[src/rtl/exception_unit_pkg.sv]
// exception_unit_pkg
// Shared constants for the exception unit and its CSR file: machine-mode CSR
// addresses, mcause codes, bit positions inside mstatus/mie/mip, the bit
// indices of the exception vector, and the Zicsr operation encoding taken
// from funct3[1:0].
package exception_unit_pkg;

   localparam logic [11:0] CSR_MSTATUS  = 12'h300;
   localparam logic [11:0] CSR_MIE      = 12'h304;
   localparam logic [11:0] CSR_MTVEC    = 12'h305;
   localparam logic [11:0] CSR_MSCRATCH = 12'h340;
   localparam logic [11:0] CSR_MEPC     = 12'h341;
   localparam logic [11:0] CSR_MCAUSE   = 12'h342;
   localparam logic [11:0] CSR_MTVAL    = 12'h343;
   localparam logic [11:0] CSR_MIP      = 12'h344;

   localparam logic [31:0] CAUSE_ILLEGAL     = 32'd2;
   localparam logic [31:0] CAUSE_LOAD_FAULT  = 32'd5;
   localparam logic [31:0] CAUSE_STORE_FAULT = 32'd7;
   localparam logic [31:0] CAUSE_ECALL       = 32'd11;
   localparam logic [31:0] CAUSE_EXT_INT     = 32'h8000_000B;

   localparam int MSTATUS_MIE  = 3;
   localparam int MSTATUS_MPIE = 7;
   localparam int MIE_MEIE     = 11;
   localparam int MIP_MEIP     = 11;

   // MPP is hardwired to machine mode and always reads back as 2'b11
   localparam logic [31:0] MSTATUS_MPP_M = 32'h0000_1800;

   localparam int EXP_ILLEGAL = 0;
   localparam int EXP_ECALL   = 1;
   localparam int EXP_FAULT   = 2;

   typedef enum logic [1:0] {
      CSR_OP_NONE = 2'b00,
      CSR_OP_RW   = 2'b01,
      CSR_OP_RS   = 2'b10,
      CSR_OP_RC   = 2'b11
   } csr_op_e;

endpackage

[src/rtl/exception_unit_csr_regfile.sv]
// csr_regfile
// Machine-mode CSR storage with a combinational read mux and RW/RS/RC write
// logic. A trap or mret update port overrides any software write to the
// registers it touches.
// Ports:
//   clk, rst           clock, asynchronous active-high reset
//   csr_addr_i         addressed CSR
//   csr_op_i           RW/RS/RC selector
//   operand_i          zimm or rs1 value
//   rs1_zero_i         rs1 index/zimm is zero (RS/RC then do not write)
//   csr_we_i           software write permitted this cycle
//   trap_i             trap taken; load mepc/mcause/mtval and stack MIE
//   trap_epc_i, trap_cause_i, trap_tval_i   values captured on a trap
//   mret_i             mret taken; restore MIE from MPIE
//   pending_i          external interrupt pending, shown as mip.MEIP
//   rdata_o            current value of the addressed CSR
//   mtvec_o, mepc_o    trap vector and return address
//   mstatus_mie_o, mie_meie_o   interrupt enable bits
module csr_regfile
   import exception_unit_pkg::*;
#(
   parameter logic [31:0] MTVEC_RESET = 32'h0000_0008
) (
   input  logic        clk,
   input  logic        rst,
   input  logic [11:0] csr_addr_i,
   input  csr_op_e     csr_op_i,
   input  logic [31:0] operand_i,
   input  logic        rs1_zero_i,
   input  logic        csr_we_i,
   input  logic        trap_i,
   input  logic [31:0] trap_epc_i,
   input  logic [31:0] trap_cause_i,
   input  logic [31:0] trap_tval_i,
   input  logic        mret_i,
   input  logic        pending_i,
   output logic [31:0] rdata_o,
   output logic [31:0] mtvec_o,
   output logic [31:0] mepc_o,
   output logic        mstatus_mie_o,
   output logic        mie_meie_o
);

   logic        mstatusMie_q, mstatusMie_d;
   logic        mstatusMpie_q, mstatusMpie_d;
   logic        mieMeie_q, mieMeie_d;
   logic [31:0] mtvec_q, mtvec_d;
   logic [31:0] mscratch_q, mscratch_d;
   logic [31:0] mepc_q, mepc_d;
   logic [31:0] mcause_q, mcause_d;
   logic [31:0] mtval_q, mtval_d;
   logic [31:0] writeData;
   logic        writeEn;

   // Read mux: unimplemented addresses read as zero. mstatus is rebuilt from
   // its two writable bits plus the hardwired MPP field.
   always_comb begin
      rdata_o = 32'h0;
      case (csr_addr_i)
         CSR_MSTATUS:  rdata_o = MSTATUS_MPP_M
                                 | (32'(mstatusMpie_q) << MSTATUS_MPIE)
                                 | (32'(mstatusMie_q) << MSTATUS_MIE);
         CSR_MIE:      rdata_o = 32'(mieMeie_q) << MIE_MEIE;
         CSR_MTVEC:    rdata_o = mtvec_q;
         CSR_MSCRATCH: rdata_o = mscratch_q;
         CSR_MEPC:     rdata_o = mepc_q;
         CSR_MCAUSE:   rdata_o = mcause_q;
         CSR_MTVAL:    rdata_o = mtval_q;
         CSR_MIP:      rdata_o = 32'(pending_i) << MIP_MEIP;
         default:      rdata_o = 32'h0;
      endcase
   end

   // Compute the merged write value; set/clear with a zero rs1 field is a
   // pure read and must not write, even though the merge would be harmless,
   // so that read-only side effects are never triggered.
   always_comb begin
      writeData = operand_i;
      writeEn   = csr_we_i;
      case (csr_op_i)
         CSR_OP_RW: writeData = operand_i;
         CSR_OP_RS: begin
            writeData = rdata_o | operand_i;
            writeEn   = csr_we_i & ~rs1_zero_i;
         end
         CSR_OP_RC: begin
            writeData = rdata_o & ~operand_i;
            writeEn   = csr_we_i & ~rs1_zero_i;
         end
         default:   writeEn = 1'b0;
      endcase
   end

   // Next-state selection: trap entry and mret take precedence over any
   // software write, and alignment bits of mtvec/mepc are forced to zero.
   always_comb begin
      mstatusMie_d  = mstatusMie_q;
      mstatusMpie_d = mstatusMpie_q;
      mieMeie_d     = mieMeie_q;
      mtvec_d       = mtvec_q;
      mscratch_d    = mscratch_q;
      mepc_d        = mepc_q;
      mcause_d      = mcause_q;
      mtval_d       = mtval_q;
      if (trap_i) begin
         mstatusMpie_d = mstatusMie_q;
         mstatusMie_d  = 1'b0;
         mepc_d        = trap_epc_i & 32'hFFFF_FFFC;
         mcause_d      = trap_cause_i;
         mtval_d       = trap_tval_i;
      end else if (mret_i) begin
         mstatusMie_d  = mstatusMpie_q;
         mstatusMpie_d = 1'b1;
      end else if (writeEn) begin
         case (csr_addr_i)
            CSR_MSTATUS: begin
               mstatusMie_d  = writeData[MSTATUS_MIE];
               mstatusMpie_d = writeData[MSTATUS_MPIE];
            end
            CSR_MIE:      mieMeie_d  = writeData[MIE_MEIE];
            CSR_MTVEC:    mtvec_d    = writeData & 32'hFFFF_FFFC;
            CSR_MSCRATCH: mscratch_d = writeData;
            CSR_MEPC:     mepc_d     = writeData & 32'hFFFF_FFFC;
            CSR_MCAUSE:   mcause_d   = writeData;
            CSR_MTVAL:    mtval_d    = writeData;
            default:      ;
         endcase
      end
   end

   // CSR state registers with asynchronous reset
   always_ff @(posedge clk or posedge rst) begin
      if (rst) begin
         mstatusMie_q  <= 1'b0;
         mstatusMpie_q <= 1'b0;
         mieMeie_q     <= 1'b0;
         mtvec_q       <= MTVEC_RESET;
         mscratch_q    <= 32'h0;
         mepc_q        <= 32'h0;
         mcause_q      <= 32'h0;
         mtval_q       <= 32'h0;
      end else begin
         mstatusMie_q  <= mstatusMie_d;
         mstatusMpie_q <= mstatusMpie_d;
         mieMeie_q     <= mieMeie_d;
         mtvec_q       <= mtvec_d;
         mscratch_q    <= mscratch_d;
         mepc_q        <= mepc_d;
         mcause_q      <= mcause_d;
         mtval_q       <= mtval_d;
      end
   end

   assign mtvec_o       = mtvec_q;
   assign mepc_o        = mepc_q;
   assign mstatus_mie_o = mstatusMie_q;
   assign mie_meie_o    = mieMeie_q;

endmodule

[src/rtl/exception_unit.sv]
// exception_unit
// Consumes the exception/CSR fields of the instruction in MEM, owns the
// machine-mode CSR file and the external-interrupt pending latch, and decides
// trap entry or mret. Redirect and flush outputs are combinational on the MEM
// inputs; all state changes land on the closing clock edge.
// Ports:
//   clk, rst                 clock, asynchronous active-high reset
//   interrupt                level external interrupt, synchronous to clk
//   exp_vector_MEM           [0] illegal, [1] ecall, [2] access fault
//   mret_MEM, csr_rw_MEM     MEM instruction is mret / Zicsr op
//   csr_w_imm_mux_MEM        Zicsr operand is zimm (1) or rs1 value (0)
//   mem_r_MEM                MEM instruction is a load
//   isFlushed                MEM slot holds a bubble
//   IR_MEM, PCurrent_MEM, ALUO_MEM, rs1_MEM, rs1_data_MEM   MEM operands
//   csr_r_data               old CSR value for writeback
//   redirect_mux, PC_redirect    fetch redirect and its target
//   reg_FD/DE/EM/MW_flush    pipeline latch flushes
//   mem_w_cancel             suppress the MEM data-memory write
module exception_unit
   import exception_unit_pkg::*;
#(
   parameter logic [31:0] MTVEC_RESET = 32'h0000_0008
) (
   input  logic        clk,
   input  logic        rst,
   input  logic        interrupt,
   input  logic [2:0]  exp_vector_MEM,
   input  logic        mret_MEM,
   input  logic        csr_rw_MEM,
   input  logic        csr_w_imm_mux_MEM,
   input  logic        mem_r_MEM,
   input  logic        isFlushed,
   input  logic [31:0] IR_MEM,
   input  logic [31:0] PCurrent_MEM,
   input  logic [31:0] ALUO_MEM,
   input  logic [4:0]  rs1_MEM,
   input  logic [31:0] rs1_data_MEM,
   output logic [31:0] csr_r_data,
   output logic        redirect_mux,
   output logic [31:0] PC_redirect,
   output logic        reg_FD_flush,
   output logic        reg_DE_flush,
   output logic        reg_EM_flush,
   output logic        reg_MW_flush,
   output logic        mem_w_cancel
);

   logic        int_q;
   logic        pending_q, pending_d;
   logic        slotValid, excAny, intTake, trapTake, mretTake, csrWe;
   logic [31:0] trapCause, trapTval;
   logic [31:0] mtvec, mepc, csrOperand;
   logic        mstatusMie, mieMeie;

   assign slotValid  = ~isFlushed;
   assign excAny     = slotValid & (|exp_vector_MEM);
   assign csrOperand = csr_w_imm_mux_MEM ? {27'h0, rs1_MEM} : rs1_data_MEM;

   // Trap priority: synchronous exceptions in fixed order, then the external
   // interrupt. An interrupt is held off on an mret so the return completes
   // first. Nothing is taken while reset is asserted.
   always_comb begin
      trapCause = 32'h0;
      trapTval  = 32'h0;
      intTake   = 1'b0;
      if (exp_vector_MEM[EXP_ILLEGAL]) begin
         trapCause = CAUSE_ILLEGAL;
         trapTval  = IR_MEM;
      end else if (exp_vector_MEM[EXP_ECALL]) begin
         trapCause = CAUSE_ECALL;
      end else if (exp_vector_MEM[EXP_FAULT]) begin
         trapCause = mem_r_MEM ? CAUSE_LOAD_FAULT : CAUSE_STORE_FAULT;
         trapTval  = ALUO_MEM;
      end else begin
         trapCause = CAUSE_EXT_INT;
         intTake   = ~rst & pending_q & mstatusMie & mieMeie
                     & slotValid & ~mret_MEM;
      end
      trapTake = ~rst & (excAny | intTake);
      mretTake = ~rst & slotValid & mret_MEM & ~excAny;
      csrWe    = ~rst & slotValid & csr_rw_MEM & ~trapTake;
   end

   // Redirect and flush outputs. A trap kills everything including the MEM
   // instruction; mret only kills the younger instructions behind it.
   always_comb begin
      redirect_mux = 1'b0;
      PC_redirect  = 32'h0;
      reg_FD_flush = 1'b0;
      reg_DE_flush = 1'b0;
      reg_EM_flush = 1'b0;
      reg_MW_flush = 1'b0;
      mem_w_cancel = 1'b0;
      if (trapTake) begin
         redirect_mux = 1'b1;
         PC_redirect  = mtvec;
         reg_FD_flush = 1'b1;
         reg_DE_flush = 1'b1;
         reg_EM_flush = 1'b1;
         reg_MW_flush = 1'b1;
         mem_w_cancel = 1'b1;
      end else if (mretTake) begin
         redirect_mux = 1'b1;
         PC_redirect  = mepc;
         reg_FD_flush = 1'b1;
         reg_DE_flush = 1'b1;
         reg_EM_flush = 1'b1;
      end
   end

   // Pending latch: a rising edge always sets it, even when an interrupt trap
   // is being taken in the same cycle, so that edge is not lost.
   always_comb begin
      pending_d = pending_q;
      if (interrupt & ~int_q) begin
         pending_d = 1'b1;
      end else if (intTake) begin
         pending_d = 1'b0;
      end
   end

   // Interrupt edge detector and pending register
   always_ff @(posedge clk or posedge rst) begin
      if (rst) begin
         int_q     <= 1'b0;
         pending_q <= 1'b0;
      end else begin
         int_q     <= interrupt;
         pending_q <= pending_d;
      end
   end

   csr_regfile #(
      .MTVEC_RESET (MTVEC_RESET)
   ) uCsrRegfile (
      .clk           (clk),
      .rst           (rst),
      .csr_addr_i    (IR_MEM[31:20]),
      .csr_op_i      (csr_op_e'(IR_MEM[13:12])),
      .operand_i     (csrOperand),
      .rs1_zero_i    (rs1_MEM == 5'd0),
      .csr_we_i      (csrWe),
      .trap_i        (trapTake),
      .trap_epc_i    (PCurrent_MEM),
      .trap_cause_i  (trapCause),
      .trap_tval_i   (trapTval),
      .mret_i        (mretTake),
      .pending_i     (pending_q),
      .rdata_o       (csr_r_data),
      .mtvec_o       (mtvec),
      .mepc_o        (mepc),
      .mstatus_mie_o (mstatusMie),
      .mie_meie_o    (mieMeie)
   );

endmodule

[config.mk]
export PLATFORM = sky130hd
export DESIGN_NAME = exception_unit
export DESIGN_NICKNAME = d
export VERILOG_FILES = /design/src/rtl/exception_unit_pkg.sv /design/src/rtl/exception_unit_csr_regfile.sv /design/src/rtl/exception_unit.sv
export SDC_FILE = /design/constraint.sdc
export NUM_CORES = 1
export LEC_CHECK = 0
export ABC_AREA = 1
export ABC_CLOCK_PERIOD_IN_PS = 8000
export BUFFER_PORTS_ARGS = -buffer_cell sky130_fd_sc_hd__buf_4
export CAP_MARGIN = 20
export CELL_PAD_IN_SITES_DETAIL_PLACEMENT = 0
export CELL_PAD_IN_SITES_GLOBAL_PLACEMENT = 1
export CORE_MARGIN = 4
export CORE_UTILIZATION = 40
export CTS_BUF_LIST = sky130_fd_sc_hd__clkbuf_16
export CTS_CLUSTER_SIZE = 14
export DETAILED_ROUTE_END_ITERATION = 8
export GPL_TIMING_DRIVEN = 0
export PLACE_DENSITY_LB_ADDON = 0.08
export SLEW_MARGIN = 0
export SYNTH_ARGS = -nofsm -noshare
export SYNTH_HDL_FRONTEND = slang
export SYNTH_HIERARCHICAL = 1
export SYNTH_SLANG_ARGS = --single-unit
export TNS_END_PERCENT = 5
[constraint.sdc]
create_clock -name clk -period 8 [get_ports clk]
set_input_delay 1.2 -clock clk [delete_from_list [all_inputs] [get_ports clk]]
set_output_delay 1.2 -clock clk [all_outputs]
set_load 0.005 [all_outputs]
* Yosys cells after proc, flatten, opt, wreduce, memory -nomap -nowiden
Index checks and enable logic that the tools add are counted.
** Word-level totals
- Bits in registers :: 163
- Latch bits :: 0
- Bits in writable memories :: 0
- Memory bits (read-only) :: 0
- Bits of input ports :: 144
- Output and inout port bits :: 70
- Word-level logic and storage cells :: 107
- Memories kept :: 0
** Cells by class
- Add/subtract/negate cells :: 0
- Multipliers :: 0
- Div/mod/pow operators :: 0
- Magnitude comparators :: 0
- Equality and inequality tests :: 12
- Shift operators :: 0
- Muxes and demuxes :: 41
- Bitwise gates (word level) :: 27
- Reduce and logical (&&, ||, !) cells :: 17
** Operators with widths (number)
- 32-bit 2-to-1 mux :: 21
- 32-bit case mux with 8 select lines :: 1
- 12-bit by 10-bit equality test with 1-bit output, second input constant :: 8
- 32-bit case mux with 2 select lines :: 1
- 32-bit AND :: 1
- 32-bit NOT :: 1
- 32-bit bitwise OR :: 1
- 1-bit 2-to-1 mux :: 16
- 1-bit AND :: 14
- 13-bit by 4-bit bitwise OR with 13-bit output :: 1
- 4-bit AND reduction :: 3
- 2-bit nonzero test :: 5
- 3-bit AND reduction :: 3
- 1-bit NOT :: 8
- 3-bit nonzero test :: 2
- 5-bit zero test :: 1
- 2-bit equality test, second input constant :: 2
- 3-bit OR reduction :: 1
- 2-bit by 1-bit equality test with 1-bit output, second input constant :: 1
- 2-bit 2-to-1 mux :: 1
- 2-bit inequality test, second input constant :: 1
- 1-bit case mux with 2 select lines :: 1
- 2-bit AND reduction :: 1
- 2-bit OR reduction :: 1
- 1-bit bitwise OR :: 1

* Longest topological paths before layout
- Depth after elaboration :: 18
- Mapped depth :: 18
- Gate-level depth less buffers :: 16

* Cells and area by module
Netlist, hierarchy kept.
** By module, submodules not included
- csr_regfile :: instances 1, cells an instance 1356, area an instance 9545.4 sq um, sequential area each 3980.1 sq um
- exception_unit :: instances 1, cells an instance 320, area an instance 1452.6 sq um, sequential area each 50.0 sq um

* Worst setup path after synthesis
OpenSTA, ideal clock, no wires.
- Kind :: input port to output port
- Start :: in IR_MEM[29]
- End :: out csr_r_data[11]
- Arrival time :: 2.273 ns
- Data required time :: 6.800 ns
- Path slack :: 4.527 ns
- Stages :: 10
- Buffers on the path :: 2
- Cell sequence :: nand2_1 -> inv_1 -> nand2_2 -> nor2_8 -> buf_6 -> buf_4 -> nand2_1 -> nand4_1 -> nor2_2 -> nor2_1
** Between the ends
- Longest elaborated chain between the ends :: 2
- Elaborated cells between the ends (all ways) :: 9
- Those cells by class :: eq/ne: 8; mux: 1
** Ends and longest elaborated chain
- start: declaration :: RTL line exception_unit.sv:33 : input logic [31:0] IR_MEM,
- 12-bit by 10-bit equality test with 1-bit output :: RTL line exception_unit_csr_regfile.sv:59 : case (csr_addr_i)
- 32-bit case mux with 8 select lines (*) :: RTL line exception_unit_csr_regfile.sv:59
- end: declaration :: RTL line exception_unit.sv:38 : output logic [31:0] csr_r_data,
Mark *: on every way between the ends. The rest lies on a longest branch, timed or not.

* Final worst setup path
- Start :: in IR_MEM[29]
- End :: out csr_r_data[24]
Same word-level chain as after synthesis.

==> results.ini <==
[run_status]
run_status = finished clean

[global_routing]
gr-usage-met1_pct = 44.9
use_met3_pct = 6.61
antenna_found_initial = 0
grt_overflow = 0
grt_pass1_vias = 11712
grt_busiest_layer = met2
grtUsageMet2_pct = 51.1
grtUsageTotal_pct = 32.6
grt_max_degree = 121
grt_pass1_wl_um = 73900

[detailed_routing]
viasPerCell = 5.46
via_count = 12475
wl_per_cell_um = 22.2
drt_wl_total_um = 50800
post-route-drc-count = 0
antenna_left = 0
firstDrtPassIters = 5
drt_first_iter_violations = 1433

[sta]
timing.hold.ws_ns = 0.488
finalClockSkew_ns = 0.0136
finalHoldViolCount = 0
slew_violations = 0
grt_setup_unrepaired = no
fin_crit_sh_pct = 57.2
worstMarginPinSlew_ns = 1.03
setup_viol = 0
post-route-min-period_ns = 4.58
max_slew_margin_pct = 31.2
max_freq_ghz = 0.218

[clocking]
cts.root.buffer_cell = clkbuf_16
clk_pin_slew_ns = 0.07
worstSkewPairLatency_ns = 0.44
cts_made_buffers = 17
clkSinkCount = 161
hold_buffers = 0
tritoncts = done
postCtsSetupBuffers = 0
htreeDepth = 4
cts-resized-gates = 0
clk_path_buf_depth = 2

[synthesis]
synth_edf_count = 0
syn-instance-count = 1676
yosysMostFrequentCell = nand2_1
dominantRegCellSynth = dfrtp_1
synth_common_cells = nand2_1 (469), inv_1 (231), nand3_1 (223)
syn_area_mm2 = 0.0110
yosys_warnings = 6
ys_ff_latch = 161
yosys-top-cells-area = dfrtp_1 (36%), nand2_1 (16%), nand3_1 (10%), inv_1 (7.9%), nor2_1 (5.9%)
synth_top_area_cell = dfrtp_1
synth_area_per_cell_um2 = 6.56
synth.distinct_cells = 34
synth_seq_area_share_pct = 36.6
synth_top_cell_area_share_pct = 36.4
synth-async-reset-ratio_pct = 100

[worst_setup_path]
cp-start-kind = input port
crit_fanout = 10
endpoint_kind = output pin
critical_path_class = input port to output pin
crit_arrival_ns = 3.38
worst_ep_required_time_ns = 6.80

[floorplan]
die-area_mm2 = 0.0302
num_rows = 60
initial_core_util_pct = 40.7
fp.dieH_um = 174
fp.dieW_um = 174
pin_count = 214
core_region_area_mm2 = 0.0270

[run]
cap_violations = 0

[placed_design]
place_congestion = 0.943
portBuffers = 207
hpwl_um = 35000
dpl_cell_area_mm2 = 0.0131

[cells_and_area]
final_cell_area_mm2 = 0.0137
nets = 2076
area_growth_pct = 24.9
fin_util_pct = 50.8
final_layout_size_suffix_gt1_share_pct = 20.5
diodes = 0

[pwr]
leakagePower_uw = 0.00751
p_per_area_mw_per_mm2 = 163
vdd_drop_max_mv = 0.117

[worst_hold_path]
hp-class = flop to flop

## final timing paths
check	cells after the start	to	slack, ns	start
max	11	csr_r_data[24]	3.42	IR_MEM[29]
min	3	pending_q	0.49	int_q
max reg2reg	12	uCsrRegfile/mtval_q[4]	4.74	pending_q
min reg2reg	3	pending_q	0.49	int_q
max in group asynchronous	3	uCsrRegfile/mepc_o[31]	6.20	rst
min in group asynchronous	2	pending_q	0.66	rst
## layout make-up
cell class / instances / area [um2]
Buffer: 104 / 632
Clock buffer: 17 / 425
Clock inverter: 13 / 189
Fill cell: 2832 / 13300
Inverter: 240 / 910
Multi-Input combinational cell: 1200 / 5540
Sequential cell: 161 / 4030
Tap cell: 341 / 427
Timing Repair Buffer: 208 / 1580
## kinds of logic after synthesis
logic type	count (synthesis)	synth area share (%)
other	2	0.0683
AO/OA/AOI/OAI	222	11.8
multiplexers	3	0.307
AND/OR/NAND/NOR	944	37.3
buffers and inverters	344	13.9
flip-flops	161	36.6
## power breakdown
group	internal (uW)	switching (uW)	leakage [uW]
clock network	521	372	0.000289
registers	890	41.7	0.00197
logic	157	261	0.00525
total	1570	675	0.00751
## registers in the layout (all words and copies together), names as in the netlist
| signal | cells |
|---|---|
| uCsrRegfile/mtval_q | 32 |
| uCsrRegfile/mscratch_q | 32 |
| uCsrRegfile/mepc_o | 30 |
| pending_q | 1 |
| uCsrRegfile/mstatus_mie_o | 1 |
| uCsrRegfile/mtvec_o | 30 |
| uCsrRegfile/mcause_q | 32 |
| uCsrRegfile/mie_meie_o | 1 |
| int_q | 1 |
| uCsrRegfile/mstatusMpie_q | 1 |
## metal layers
layer | share of wire [%] | wire [um] | vias up
met3 | 10 | 5270 | 130
met2 | 44 | 22500 | 713
met1 | 41 | 21000 | 5873
met5 | 0 | 0 | -
li1 | - | - | 5759
met4 | 4.0 | 2020 | 0
## critical path: stages
cell and delay (ns):
buf_4 0.11, nand2_1 0.06, inv_1 0.06, nand2_2 0.17, nor2_4 0.11, nand2_2 0.23
buf_6 0.24, nand4_1 0.15, nor2_2 0.66, nor2_1 0.19, buf_4 0.19
## through the flow
| stage | cells | power [uW] | worst slack, ns | setup TNS [ns] |
|---|---|---|---|---|
| after global placement | 2253 | 1350 | -0.0372 | -3.44 |
| after floorplan | 1705 | 1170 | 2.51 | 0 |
| final | 2284 | 2240 | 3.42 | 0 |
| after global routing | 2284 | 2330 | 3.42 | 0 |
| after CTS | 2284 | 2240 | 3.51 | 0 |
| after detailed placement | 2254 | 1360 | 3.51 | 0 |
## cells in the final DEF, fill, tap and decap left out, types with 2 or more instances in the layout
cell	Yosys	routed
inv_2	5	5
clkinv_1	3	3
o21ai_0	101	101
clkinv_4	0	2
buf_6	14	14
buf_2	40	40
nand3_1	223	223
nand2_1	469	469
nor4_1	2	2
inv_1	231	231
clkbuf_1	27	27
clkinvlp_4	0	4
buf_4	23	230
mux2_2	3	3
nand2_4	4	4
nor2_4	7	7
a21oi_1	5	5
inv_6	0	2
nor2_1	174	174
conb_1	2	31
nand2_2	53	53
nor2_8	2	2
clkbuf_16	0	17
o21ai_1	36	36
dfrtp_1	160	160
bufinv_16	0	4
a31oi_1	44	44
o211ai_1	4	4
nor2_2	6	6
a22o_1	29	29
Note: power is estimated with default switching activity, not from simulation.
